File: src/rtl/counter_pkg.sv
// Shared constants for the up/down counter family: default widths,
// wrap/saturate mode selectors and direction encodings.
package counter_pkg;

    localparam int COUNTER_WIDTH_DEF = 8;
    localparam int EVT_WIDTH_DEF     = 8;

    localparam int CNT_MODE_WRAP = 0;
    localparam int CNT_MODE_SAT  = 1;

    localparam logic DIR_DOWN = 1'b0;
    localparam logic DIR_UP   = 1'b1;

endpackage

File: src/rtl/updown_counter_mod_bit_reverse.sv
// bit_reverse_param: purely combinational bit-order reversal of a WIDTH-bit bus,
// used to present the counter value MSB-first to downstream blocks.
module bit_reverse_param #(
    parameter int WIDTH = 8
) (
    input  logic [WIDTH-1:0] data_i,
    output logic [WIDTH-1:0] data_o
);

    for (genvar i = 0; i < WIDTH; i++) begin : g_bit
        assign data_o[i] = data_i[WIDTH-1-i];
    end

endmodule

File: src/rtl/updown_counter_mod.sv
// Parametrised up/down counter with load, programmable modulus, wrap or saturate
// mode, boundary pulses and a saturating event tally. Optional reversed-count
// output is enabled by defining UPDOWN_COUNTER_REVERSE_OUT_EN.
module updown_counter_mod
    import counter_pkg::*;
#(
    parameter int WIDTH     = COUNTER_WIDTH_DEF,
    parameter int MOD_VALUE = (1 << WIDTH) - 1,
    parameter int SATURATE  = CNT_MODE_WRAP,
    parameter int EVT_WIDTH = EVT_WIDTH_DEF
) (
    input  logic                 clk_i,
    input  logic                 rst_n_i,
    input  logic                 en_i,
    input  logic                 clr_i,
    input  logic                 load_i,
    input  logic [WIDTH-1:0]     load_val_i,
    input  logic                 up_i,
    output logic [WIDTH-1:0]     counter_o,
    output logic                 tc_o,
    output logic                 ov_o,
    output logic                 uf_o,
    output logic [EVT_WIDTH-1:0] evt_cnt_o
`ifdef UPDOWN_COUNTER_REVERSE_OUT_EN
    ,
    output logic [WIDTH-1:0]     counter_rev_o
`endif
);

    localparam logic [WIDTH-1:0]     MOD_W    = WIDTH'(MOD_VALUE);
    localparam logic [EVT_WIDTH-1:0] EVT_MAX  = '1;
    localparam bit                   SAT_MODE = (SATURATE == CNT_MODE_SAT);

    if (WIDTH < 2) begin : g_bad_width
        $error("updown_counter_mod: WIDTH must be at least 2");
    end
    if (MOD_VALUE < 0 || MOD_VALUE > (1 << WIDTH) - 1) begin : g_bad_mod
        $error("updown_counter_mod: MOD_VALUE out of range for WIDTH");
    end

    logic [WIDTH-1:0]     count_q, count_d;
    logic                 ov_q, ov_d;
    logic                 uf_q, uf_d;
    logic [EVT_WIDTH-1:0] evt_q, evt_d;
    logic                 at_top, at_bot;

    assign at_top = (count_q == MOD_W);
    assign at_bot = (count_q == '0);

    always_ff @(posedge clk_i or negedge rst_n_i) begin
        if (!rst_n_i) begin
            count_q <= '0;
            ov_q    <= 1'b0;
            uf_q    <= 1'b0;
            evt_q   <= '0;
        end else begin
            count_q <= count_d;
            ov_q    <= ov_d;
            uf_q    <= uf_d;
            evt_q   <= evt_d;
        end
    end

    // Boundary pulses are computed alongside the count so the tally bumps on
    // the same edge the pulse is registered.
    always_comb begin
        count_d = count_q;
        ov_d    = 1'b0;
        uf_d    = 1'b0;
        evt_d   = evt_q;
        if (clr_i) begin
            count_d = '0;
            evt_d   = '0;
        end else if (load_i) begin
            count_d = (load_val_i > MOD_W) ? MOD_W : load_val_i;
        end else if (en_i) begin
            if (up_i == DIR_UP) begin
                if (at_top) begin
                    ov_d    = 1'b1;
                    count_d = SAT_MODE ? count_q : '0;
                end else begin
                    count_d = count_q + 1'b1;
                end
            end else begin
                if (at_bot) begin
                    uf_d    = 1'b1;
                    count_d = SAT_MODE ? count_q : MOD_W;
                end else begin
                    count_d = count_q - 1'b1;
                end
            end
            if ((ov_d || uf_d) && (evt_q != EVT_MAX)) begin
                evt_d = evt_q + 1'b1;
            end
        end
    end

    assign counter_o = count_q;
    assign ov_o      = ov_q;
    assign uf_o      = uf_q;
    assign evt_cnt_o = evt_q;
    assign tc_o      = (up_i == DIR_UP) ? at_top : at_bot;

`ifdef UPDOWN_COUNTER_REVERSE_OUT_EN
    bit_reverse_param #(
        .WIDTH (WIDTH)
    ) u_rev (
        .data_i (count_q),
        .data_o (counter_rev_o)
    );
`endif

endmodule

File: config.mk
export PLATFORM = sky130hd
export DESIGN_NAME = updown_counter_mod
export DESIGN_NICKNAME = d
export VERILOG_FILES = /design/src/rtl/counter_pkg.sv /design/src/rtl/updown_counter_mod_bit_reverse.sv /design/src/rtl/updown_counter_mod.sv
export SDC_FILE = /design/constraint.sdc
export NUM_CORES = 1
export LEC_CHECK = 0
export BUFFER_PORTS_ARGS = -buffer_cell sky130_fd_sc_hd__buf_2
export CELL_PAD_IN_SITES_DETAIL_PLACEMENT = 0
export CELL_PAD_IN_SITES_GLOBAL_PLACEMENT = 1
export CORE_MARGIN = 1.5
export CORE_UTILIZATION = 39
export CTS_CLUSTER_DIAMETER = 50
export CTS_CLUSTER_SIZE = 12
export DETAILED_ROUTE_END_ITERATION = 10
export PLACE_DENSITY = 0.88
export RECOVER_POWER = 100
export REMOVE_ABC_BUFFERS = 1
export SYNTH_ARGS = -nofsm -noshare
export SYNTH_HDL_FRONTEND = slang
export SYNTH_SLANG_ARGS = --single-unit
File: constraint.sdc
create_clock -name clk_i -period 2.5 [get_ports clk_i]
set_input_delay 0.5 -clock clk_i [delete_from_list [all_inputs] [get_ports clk_i]]
set_output_delay 0.5 -clock clk_i [all_outputs]
set_load 0.02 [all_outputs]
==> metrics.log, run 1 <==
INFO  metric global_route.usage.met3 = about 3.6%
INFO  metric instance_area_at_placement = 1470 um^2
INFO  metric rsz0062_at_grt = false
INFO  metric antenna_found_initial = 0
INFO  metric maximum_number_of_pins_on_one_net_before_global_route_repair = 20
INFO  metric finalWorstSetupSlack = between 0.15 and 0.2 ns
INFO  metric ctsHtreeMaxLevel = 1
INFO  metric timing.max_cap.violations = 0
INFO  metric number_of_enable_type_register_cells_in_the_synthesized_netlist = 0
INFO  metric critical_path.startpoint_type = flop
INFO  metric fp.dieArea = 3690 um^2
INFO  metric num-nets-final = approximately 200
INFO  metric synth_top_flop_cell = sky130_fd_sc_hd__dfrtp_1
INFO  metric hold_buffers = 0
INFO  metric fp-row-count = 20
INFO  metric core_region_area = 3100 um^2
INFO  metric crit_family = flip-flops
INFO  metric grt_pass1_vias = around 1100
INFO  metric worstSkewPairLatency = around 0.31 ns
INFO  metric crit_type = reg2out
INFO  metric synth-async-reset-ratio = 100%
INFO  metric timing.reg2reg.setup_slack = between 0.3 and 0.4 ns
INFO  metric grt.met1_usage = roughly 28%
INFO  metric boundaryPins = 33
INFO  metric drt-pass1-iter-count = 4
INFO  metric final_cell_mix = 20 x sky130_fd_sc_hd__clkbuf_1, 19 x sky130_fd_sc_hd__nor2_1, 18 x sky130_fd_sc_hd__dfrtp_1, 12 x sky130_fd_sc_hd__nand2_1, 12 x sky130_fd_sc_hd__buf_2
INFO  metric via_count = ~1200
INFO  metric syn_inst = about 150
INFO  metric clock-root-buffer = sky130_fd_sc_hd__clkbuf_4
INFO  metric timing.hold.worst.class = in2async
INFO  metric dp_hpwl = between 2000 and 2500 um
INFO  metric tritoncts.num_buffers = 3
INFO  metric synth.ff_latch_count = 18
INFO  metric place_inst = 216
INFO  metric min_period_over_period = between 90% and 100%
INFO  metric layout-drive-gt1-share = about an eighth
INFO  metric leakagePower = 0.581 nW
INFO  metric finalWorstPathRequiredPeriod = 2.34 ns
INFO  metric pre_cts_slack = between 0.4 and 0.5 ns
INFO  metric timing.final.hold_violations = 0
INFO  metric number_of_endpoints_failing_setup_at_the_final_stage = 0
INFO  metric remaining_max_slew_budget_at_the_tightest_pin = 33.1%
INFO  metric power.density_cell_area = around 460 nW/um^2
INFO  metric drt_first_iter_violations = 76
INFO  metric antenna-diode-count = 0
INFO  metric cts_max_path_buffers = 2
INFO  metric area.growth.synth_to_final = 13.5%
INFO  metric clock_sink_count = 18
INFO  metric slew_violations = 0
INFO  metric max_freq = around 430 MHz
INFO  metric clock-skew-final = 0.0166 ns
INFO  metric cp.required = 2.00 ns
INFO  metric synth.avg_cell_area = between 8 and 9 um^2
INFO  metric status = finished clean
INFO  metric cts.reportedPaths.clkPinSlew = about 0.13 ns
INFO  metric globalRoute.busiestLayer = met2
INFO  metric die_w = between 60 and 70 um
INFO  metric drtAntennaViolNets = 0
INFO  metric synth_area = 1300 um^2
INFO  metric buffer_ports.inserted = 32
INFO  metric groute.usage.overall = between 10% and 20%
INFO  metric cp_data_arrival_time = between 1.5 and 2 ns
INFO  metric global_route_met2_usage = about 28%
INFO  metric tightest_slew = roughly 1.0 ns
INFO  metric critical_path.cell_chain = ha_1, and2_1, nand4_1, buf_4, nand2_1, clkbuf_2
INFO  metric grt_first_pass_wirelength = about 5200 um
INFO  metric routedWlPerCell = between 10 and 15 um
INFO  metric ir_drop = around 150 uV
INFO  metric initial_core_util = around two fifths
INFO  metric drc_errors = 0
INFO  metric path_buf_inv = 2
INFO  metric yosysSeqAreaShare = ~35%
INFO  metric critical_path.max_stage_delay = between 0.5 and 0.6 ns
INFO  metric fin_tns_setup = 0 ns
INFO  metric crit_slowest_cell = sky130_fd_sc_hd__dfrtp_1
INFO  metric vias_per_cell = approximately 5.3
INFO  metric gr-total-overflow = 0
INFO  metric finalNonFillerCells = about 220
INFO  metric ys_types = 45
INFO  metric most_common_cell_after_layout_fill_and_taps_aside = sky130_fd_sc_hd__clkbuf_1
INFO  metric gp_congestion = around 0.96
INFO  metric finish.utilization = a little under half
INFO  metric synth_warnings = 0
INFO  metric route.final.wire_length = around 3100 um
INFO  metric design_area = between 1000 and 1500 um^2
INFO  metric tritoncts_clock_tree = done
INFO  metric die_height = ~61 um
INFO  metric worstPathMaxFanout = 11
INFO  metric worst_setup_path_end_kind = output port
## where the power goes
part | switching (mW) | internal (mW)
Combinational | 0.0925 | 0.0620
Sequential | 0.0281 | 0.301
Clock | 0.104 | 0.0888
Total | 0.224 | 0.452
## timing repair
item | 4_1_cts | 5_1_grt
setup endpoints to repair | 0 | 1
resized for setup | 0 | 1
setup buffers | 0 | 1
## cell usage after synthesis (all sizes together), types with 2 or more instances
| cell type | n | area share, % |
|---|---|---|
| nor2 | 19 | 5.5 |
| xor2 | 2 | 1.3 |
| nor3 | 5 | 1.9 |
| nor4 | 2 | 2.1 |
| buf | 4 | 2.7 |
| a211oi | 4 | 2.3 |
| clkbuf | 6 | 1.7 |
| mux2i | 2 | 1.5 |
| inv | 7 | 2.0 |
| o22ai | 2 | 0.96 |
| dfrtp | 18 | 35 |
| ha | 4 | 3.9 |
| xnor2 | 10 | 6.7 |
| a2111oi | 3 | 3.0 |
| nand3 | 4 | 2.5 |
| nand4 | 3 | 1.4 |
| nand2 | 12 | 3.5 |
| a21oi | 10 | 3.9 |
| o21ai | 8 | 3.1 |
| nor3b | 5 | 3.3 |
## final cells by class
class,count,area [um^2]
fill,326,1630
multi-input combinational,114,759
sequential,18,450
timing repair buffer,34,148
tap,44,55.1
clock buffer,4,36.3
inverter,7,26.3
## logic make-up after synthesis
family                     Yosys count  share of synthesized area (%)
adders and majority gates            4                           3.85
buffers and inverters               17                           6.45
xor gates and xnor gates            12                           8.08
AOI/OAI and AO/OA                   39                           21.1
muxes                                2                           1.54
and+or+nand+nor                     57                           24.4
DFF                                 18                           34.6
## through the flow
step,total power [mW],hold slack [ns]
5_1_grt,0.716,0.414
6_report,0.676,0.319
3_5_place_dp,0.489,0.464
4_1_cts,0.678,0.123
2_1_floorplan,0.427,0.204
3_3_place_gp,0.487,0.462
## registers in the layout (all words and copies together) (netlist names)
name and flops:
uf_o 1, counter_o 8, ov_o 1, evt_cnt_o 8
## routing by layer
| metal | up-vias | wire length [um] |
|---|---|---|
| li1 | 595 | - |
| met1 | 534 | 1510 |
| met2 | 45 | 1410 |
| met3 | 4 | 191 |
| met4 | 0 | 42 |
| met5 | - | 0 |
## path summary, 6_finish.rpt
check	from	to	cells past startpoint
max	counter_o[1]	tc_o	6
min	rst_n_i	counter_o[5]	1
max reg2reg	counter_o[1]	evt_cnt_o[7]	7
min reg2reg	evt_cnt_o[7]	evt_cnt_o[7]	2
max in group asynchronous	rst_n_i	evt_cnt_o[2]	1
min in group clk_i	load_val_i[1]	counter_o[1]	3
No activity file was read; power rests on OpenSTA's default activity.
==> inputs of run 2 (changes only) <==
--- a/config.mk
+++ b/config.mk
@@ -14,7 +14,7 @@
 export CTS_CLUSTER_SIZE = 12
 export DETAILED_ROUTE_END_ITERATION = 10
 export PLACE_DENSITY = 0.88
-export RECOVER_POWER = 100
+export RECOVER_POWER = 50
 export REMOVE_ABC_BUFFERS = 1
 export SYNTH_ARGS = -nofsm -noshare
 export SYNTH_HDL_FRONTEND = slang
==> run 2 against run 1 <==
Against the previous run: die area stayed put; worst setup slack better by 0.0058 ns; design area increased by 1.9%; critical path depth unchanged; register-to-register slack improved by 0.10 ns; sequential share of layout area is 0.56 points lower.
==> metrics.log, run 2 (synthesis results as in run 1) <==
INFO  metric design_area = 1500 um^2 (+1.9%)
INFO  metric cp.required = 2.00 ns (about the same)
INFO  metric leakagePower = 0.620 nW (+6.7%)
INFO  metric vias_per_cell = 5.36 (+0.59%)
INFO  metric timing.max_cap.violations = 0 (unchanged)
INFO  metric fp-row-count = 20 (unchanged)
INFO  metric boundaryPins = 33 (unchanged)
INFO  metric remaining_max_slew_budget_at_the_tightest_pin = 33.0% (about the same)
INFO  metric hold_buffers = 0 (unchanged)
INFO  metric critical_path.cell_chain = ha_1, and2_1, nand4_1, buf_4, nand2_1, buf_2
INFO  metric clock-skew-final = 0.0169 ns (+0.000344 ns)
INFO  metric timing.final.hold_violations = 0 (unchanged)
INFO  metric buffer_ports.inserted = 32 (unchanged)
INFO  metric tritoncts_clock_tree = done
INFO  metric gr-total-overflow = 0 (unchanged)
INFO  metric tightest_slew = 1.00 ns (+0.000113 ns)
INFO  metric crit_type = reg2out
INFO  metric ctsHtreeMaxLevel = 1 (unchanged)
INFO  metric final_cell_mix = 22 x sky130_fd_sc_hd__buf_2, 19 x sky130_fd_sc_hd__nor2_1, 18 x sky130_fd_sc_hd__dfrtp_1, 12 x sky130_fd_sc_hd__nand2_1
INFO  metric most_common_cell_after_layout_fill_and_taps_aside = sky130_fd_sc_hd__buf_2
INFO  metric cts_max_path_buffers = 2 (unchanged)
INFO  metric clock_sink_count = 18 (unchanged)
INFO  metric cts.reportedPaths.clkPinSlew = 0.13 ns (about the same)
INFO  metric drt-pass1-iter-count = 4 (unchanged)
INFO  metric timing.critical_path.depth = 6 (unchanged)
INFO  metric finalHoldWorstSlack = 0.319 ns (+0.000301 ns)
INFO  metric core_region_area = 3100 um^2 (unchanged)
INFO  metric crit_slowest_cell = sky130_fd_sc_hd__dfrtp_1
INFO  metric worst_setup_path_end_kind = output port
INFO  metric gp_congestion = 0.961 (unchanged)
INFO  metric worstPathMaxFanout = 11 (unchanged)
INFO  metric critical_path.max_stage_delay = 0.51 ns (about the same)
INFO  metric pre_cts_slack = 0.416 ns (unchanged)
INFO  metric instance_area_at_placement = 1470 um^2 (unchanged)
INFO  metric drtAntennaViolNets = 0 (unchanged)
INFO  metric reg2reg_depth = 8 (+1)
INFO  metric layout-drive-gt1-share = 18.6% (+6.8 points)
INFO  metric place_inst = 216 (unchanged)
INFO  metric area.growth.synth_to_final = 15.6%
INFO  metric cp_data_arrival_time = 1.84 ns (about the same)
INFO  metric status = finished clean
INFO  metric antenna-diode-count = 0 (unchanged)
INFO  metric via_count = 1185 (+0.59%)
INFO  metric maximum_number_of_pins_on_one_net_before_global_route_repair = 20 (unchanged)
INFO  metric ir_drop = 157 uV (+3.2%)
INFO  metric dp_hpwl = 2200 um (unchanged)
INFO  metric max_freq = 428 MHz (+0.25%)
INFO  metric min_period_over_period = 93.5% (-0.23 points)
INFO  metric critical_path.startpoint_type = flop
INFO  metric die_w = 60.7 um (unchanged)
INFO  metric grt_pass1_vias = 1077 (unchanged)
INFO  metric grt_first_pass_wirelength = 5220 um (unchanged)
INFO  metric antenna_found_initial = 0 (unchanged)
INFO  metric path_buf_inv = 2 (unchanged)
INFO  metric fin_tns_setup = 0 ns (unchanged)
INFO  metric clock-root-buffer = sky130_fd_sc_hd__clkbuf_4
INFO  metric timing.hold.worst.class = in2async
INFO  metric worstSkewPairLatency = 0.31 ns (about the same)
INFO  metric tritoncts.num_buffers = 3 (unchanged)
INFO  metric route.final.wire_length = 3130 um (-0.35%)
INFO  metric routedWlPerCell = 14.2 um (-0.35%)
INFO  metric die_height = 60.7 um (unchanged)
INFO  metric groute.usage.overall = 19.0% (unchanged)
INFO  metric fp.dieArea = 3690 um^2 (unchanged)
INFO  metric finalWorstPathRequiredPeriod = 2.34 ns (-0.00584 ns)
INFO  metric crit_family = flip-flops
INFO  metric finalWorstSetupSlack = 0.163 ns (+0.00584 ns)
INFO  metric power.density_cell_area = 453 nW/um^2 (-1.2%)
INFO  metric rsz0062_at_grt = false
INFO  metric drc_errors = 0 (unchanged)
INFO  metric number_of_endpoints_failing_setup_at_the_final_stage = 0 (unchanged)
INFO  metric finalNonFillerCells = 221 (unchanged)
INFO  metric num-nets-final = 196 (unchanged)
INFO  metric slew_violations = 0 (unchanged)
INFO  metric initial_core_util = 41.9% (unchanged)
INFO  metric drt_first_iter_violations = 68 (-11%)
## run 2: changes by cell type in the layout (fill, tap and decap cells not counted), sizes merged
cell	before	now
clkbuf	25	14
buf	13	24
## run 2: cell type report
type                    count  area, um^2
clock buffers               4        36.3
fillers                   321        1600
inverters                   7        26.3
multi-input cells         114         772
flip-flops and latches     18         450
well taps                  44        55.1
repair buffers             34         163
## run 2: path summary, 6_finish.rpt
check / startpoint / end / slack (ns)
min in group clk_i: load_val_i[1] / counter_o[1] / 0.42
setup reg to reg: counter_o[0] / counter_o[2] / 0.45
max in group asynchronous: rst_n_i / evt_cnt_o[2] / 1.56
hold reg to reg: evt_cnt_o[7] / evt_cnt_o[7] / 0.59
hold / removal: rst_n_i / counter_o[5] / 0.32
setup / recovery: counter_o[1] / tc_o / 0.16
## run 2: repair_timing
item	in CTS	in global routing
gates resized for setup	0	1
setup buffers	0	1
endpoints found under the setup margin	0	1
## run 2: routing by layer
metal,global-route usage (%),vias to the layer above,part of all wire (%)
li1,-,593,-
met1,27.6,556,51
met2,27.8,32,44
met3,3.62,4,4.0
met4,7.45,0,1.3
met5,0,-,0
## run 2: metrics by stage
| step | util (%) | total power [mW] |
|---|---|---|
| global placement | 47.2 | 0.487 |
| global route | 48.4 | 0.722 |
| finish | 48.4 | 0.680 |
| CTS | 48.4 | 0.678 |
| detailed placement | 47.2 | 0.489 |
| floorplan | - | 0.427 |
## run 2: report_power, final
part / internal (mW) / leakage, nW / switching [mW]
Sequential: 0.301 / 0.245 / 0.0284
Clock: 0.0888 / 0.0210 / 0.103
Combinational: 0.0666 / 0.354 / 0.0931
Total: 0.456 / 0.620 / 0.224
==> inputs of run 3 (changes only) <==
--- a/config.mk
+++ b/config.mk
@@ -15,7 +15,6 @@
 export DETAILED_ROUTE_END_ITERATION = 10
 export PLACE_DENSITY = 0.88
 export RECOVER_POWER = 50
-export REMOVE_ABC_BUFFERS = 1
 export SYNTH_ARGS = -nofsm -noshare
 export SYNTH_HDL_FRONTEND = slang
 export SYNTH_SLANG_ARGS = --single-unit
==> run 3 against run 2 <==
Against the previous run: maximum frequency fell by 0.57%; flip-flop and latch count did not move; design area did not move; combinational power barely moved; via count rose by 1.2%; critical path type unchanged; hold slack got worse by 0.0092 ns; first-iteration DRC count fell by 75%; worst setup slack got worse by 0.013 ns; largest power group unchanged.
==> metrics.log, run 3 (synthesis results as in run 1) <==
INFO  metric cp.required = 2.00 ns (about the same)
INFO  metric reg2reg_depth = 7 (-1)
INFO  metric crit_type = reg2out
INFO  metric worstPathMaxFanout = 10 (-1)
INFO  metric rr_startpoint = counter_o[1]
INFO  metric drc_errors = 0 (unchanged)
INFO  metric rsz0062_at_grt = false
INFO  metric tritoncts.num_buffers = 3 (unchanged)
INFO  metric core_region_area = 3100 um^2 (unchanged)
INFO  metric syn_nets = 167
INFO  metric cts_max_path_buffers = 2 (unchanged)
INFO  metric timing.reg2reg.setup_slack = 0.42 ns (-0.03 ns)
INFO  metric gr-total-overflow = 0 (unchanged)
INFO  metric min_period_over_period = 94.0% (+0.54 points)
INFO  metric leakagePower = 0.620 nW (about the same)
INFO  metric power.density_cell_area = 450 nW/um^2 (-0.58%)
INFO  metric num-nets-final = 196 (unchanged)
INFO  metric ctsHtreeMaxLevel = 1 (unchanged)
INFO  metric drt_first_iter_violations = 17 (-75%)
INFO  metric slew_violations = 0 (unchanged)
INFO  metric clock-skew-final = 0.00692 ns (-0.0100 ns)
INFO  metric area.growth.synth_to_final = 15.6% (unchanged)
INFO  metric critical_path.startpoint_type = flop
INFO  metric groute.usage.overall = 17.8% (-1.2 points)
INFO  metric clock_sink_count = 18 (unchanged)
INFO  metric grt_pass1_vias = 1073 (-0.37%)
INFO  metric place_inst = 217 (+0.46%)
INFO  metric ir_drop = 147 uV (-6.5%)
INFO  metric timing.hold.worst.class = in2async
INFO  metric die_height = 60.7 um (unchanged)
INFO  metric routedWlPerCell = 14.0 um (-1.3%)
INFO  metric tightest_slew = 0.977 ns (-0.0270 ns)
INFO  metric drtAntennaViolNets = 0 (unchanged)
INFO  metric worstSkewPairLatency = 0.31 ns (about the same)
INFO  metric fin_tns_setup = 0 ns (unchanged)
INFO  metric worst_r2r_endpoint = evt_cnt_o[1]
INFO  metric layout-drive-gt1-share = 18.6% (unchanged)
INFO  metric fp-row-count = 20 (unchanged)
INFO  metric final_cell_mix = 22 x sky130_fd_sc_hd__buf_2, 19 x sky130_fd_sc_hd__nor2_1, 18 x sky130_fd_sc_hd__dfrtp_1, 12 x sky130_fd_sc_hd__nand2_1
INFO  metric number_of_endpoints_failing_setup_at_the_final_stage = 0 (unchanged)
INFO  metric route.final.wire_length = 3090 um (-1.3%)
INFO  metric buffer_ports.inserted = 32 (unchanged)
INFO  metric max_freq = 425 MHz (-0.57%)
INFO  metric maximum_number_of_pins_on_one_net_before_global_route_repair = 20 (unchanged)
INFO  metric gp_congestion = 0.865 (-10%)
INFO  metric vias_per_cell = 5.43 (+1.2%)
INFO  metric instance_area_at_placement = 1470 um^2 (+0.51%)
INFO  metric clock-root-buffer = sky130_fd_sc_hd__clkbuf_4
INFO  metric postcts_resize_cnt = 0 (unchanged)
INFO  metric dp_hpwl = 2270 um (+3.4%)
INFO  metric cts_setup_buffers = 0 (unchanged)
INFO  metric worst_setup_path_end_kind = output port
INFO  metric most_common_cell_after_layout_fill_and_taps_aside = sky130_fd_sc_hd__buf_2
INFO  metric boundaryPins = 33 (unchanged)
INFO  metric drt-pass1-iter-count = 4 (unchanged)
INFO  metric fp.dieArea = 3690 um^2 (unchanged)
INFO  metric die_w = 60.7 um (unchanged)
INFO  metric finalNonFillerCells = 221 (unchanged)
INFO  metric finish.utilization = 48.4% (unchanged)
INFO  metric total_power = 0.676 mW (-0.58%)
INFO  metric grt_first_pass_wirelength = 4850 um (-7.0%)
INFO  metric design_area = 1500 um^2 (unchanged)
INFO  metric via_count = 1199 (+1.2%)
INFO  metric antenna-diode-count = 0 (unchanged)
INFO  metric timing.max_cap.violations = 0 (unchanged)
INFO  metric status = finished clean
INFO  metric antenna_found_initial = 0 (unchanged)
INFO  metric finalWorstPathRequiredPeriod = 2.35 ns (+0.0134 ns)
INFO  metric cts.reportedPaths.clkPinSlew = 0.11 ns (-0.02 ns)
INFO  metric cp_data_arrival_time = 1.85 ns (about the same)
INFO  metric remaining_max_slew_budget_at_the_tightest_pin = 34.8% (+1.8 points)
INFO  metric tritoncts_clock_tree = done
INFO  metric initial_core_util = 41.9% (unchanged)
INFO  metric hold_buffers = 0 (unchanged)
INFO  metric timing.final.hold_violations = 0 (unchanged)
run 3: metrics by stage:
step           hold slack (ns)  setup slack, ns
5_1_grt                  0.386           0.0113
3_5_place_dp             0.460            0.415
2_1_floorplan            0.204            0.533
4_1_cts                  0.106           0.0641
6_report                 0.310            0.150
3_3_place_gp             0.451            0.478
run 3: power by group:
part / switching, mW / internal, mW / total [mW]
logic: 0.0970 / 0.0654 / 0.162
registers: 0.0237 / 0.301 / 0.325
clock network: 0.100 / 0.0891 / 0.189
total: 0.221 / 0.455 / 0.676
run 3: area by class of cell:
class	instances	area, um^2
timing repair buffer	34	163
inverter	7	26.3
clock buffer	4	36.3
tap	44	55.1
sequential	18	450
fill	320	1600
multi-input combinational	114	772
run 3: worst max-delay path, stage by stage, from the launching register on:
cell                      delay (ns)
sky130_fd_sc_hd__dfrtp_1        0.48
sky130_fd_sc_hd__inv_1          0.14
sky130_fd_sc_hd__ha_1           0.16
sky130_fd_sc_hd__nor3b_4        0.31
sky130_fd_sc_hd__nand3_4        0.18
sky130_fd_sc_hd__nand2_1        0.11
sky130_fd_sc_hd__buf_2          0.17
run 3: metal layers:
layer	routed length [um]	track usage [%]	up-vias	part of all wire, %
met2	1460	27.8	34	47
met3	148	2.56	5	4.8
met4	40	6.52	0	1.3
met1	1440	25.0	566	47
li1	-	-	594	-
met5	0	0	-	0
run 3: how the worst max path moves through the flow:
stage | from | endpoint | slack, ns | depth (start not counted)
finish | counter_o[0] | tc_o | 0.15 | 6
global route | counter_o[0] | tc_o | 0.01 | 6
CTS | counter_o[0] | tc_o | 0.06 | 6
detailed placement | counter_o[0] | evt_cnt_o[7] | 0.41 | 7
global placement | counter_o[0] | tc_o | 0.48 | 6
floorplan | counter_o[0] | evt_cnt_o[6] | 0.53 | 7
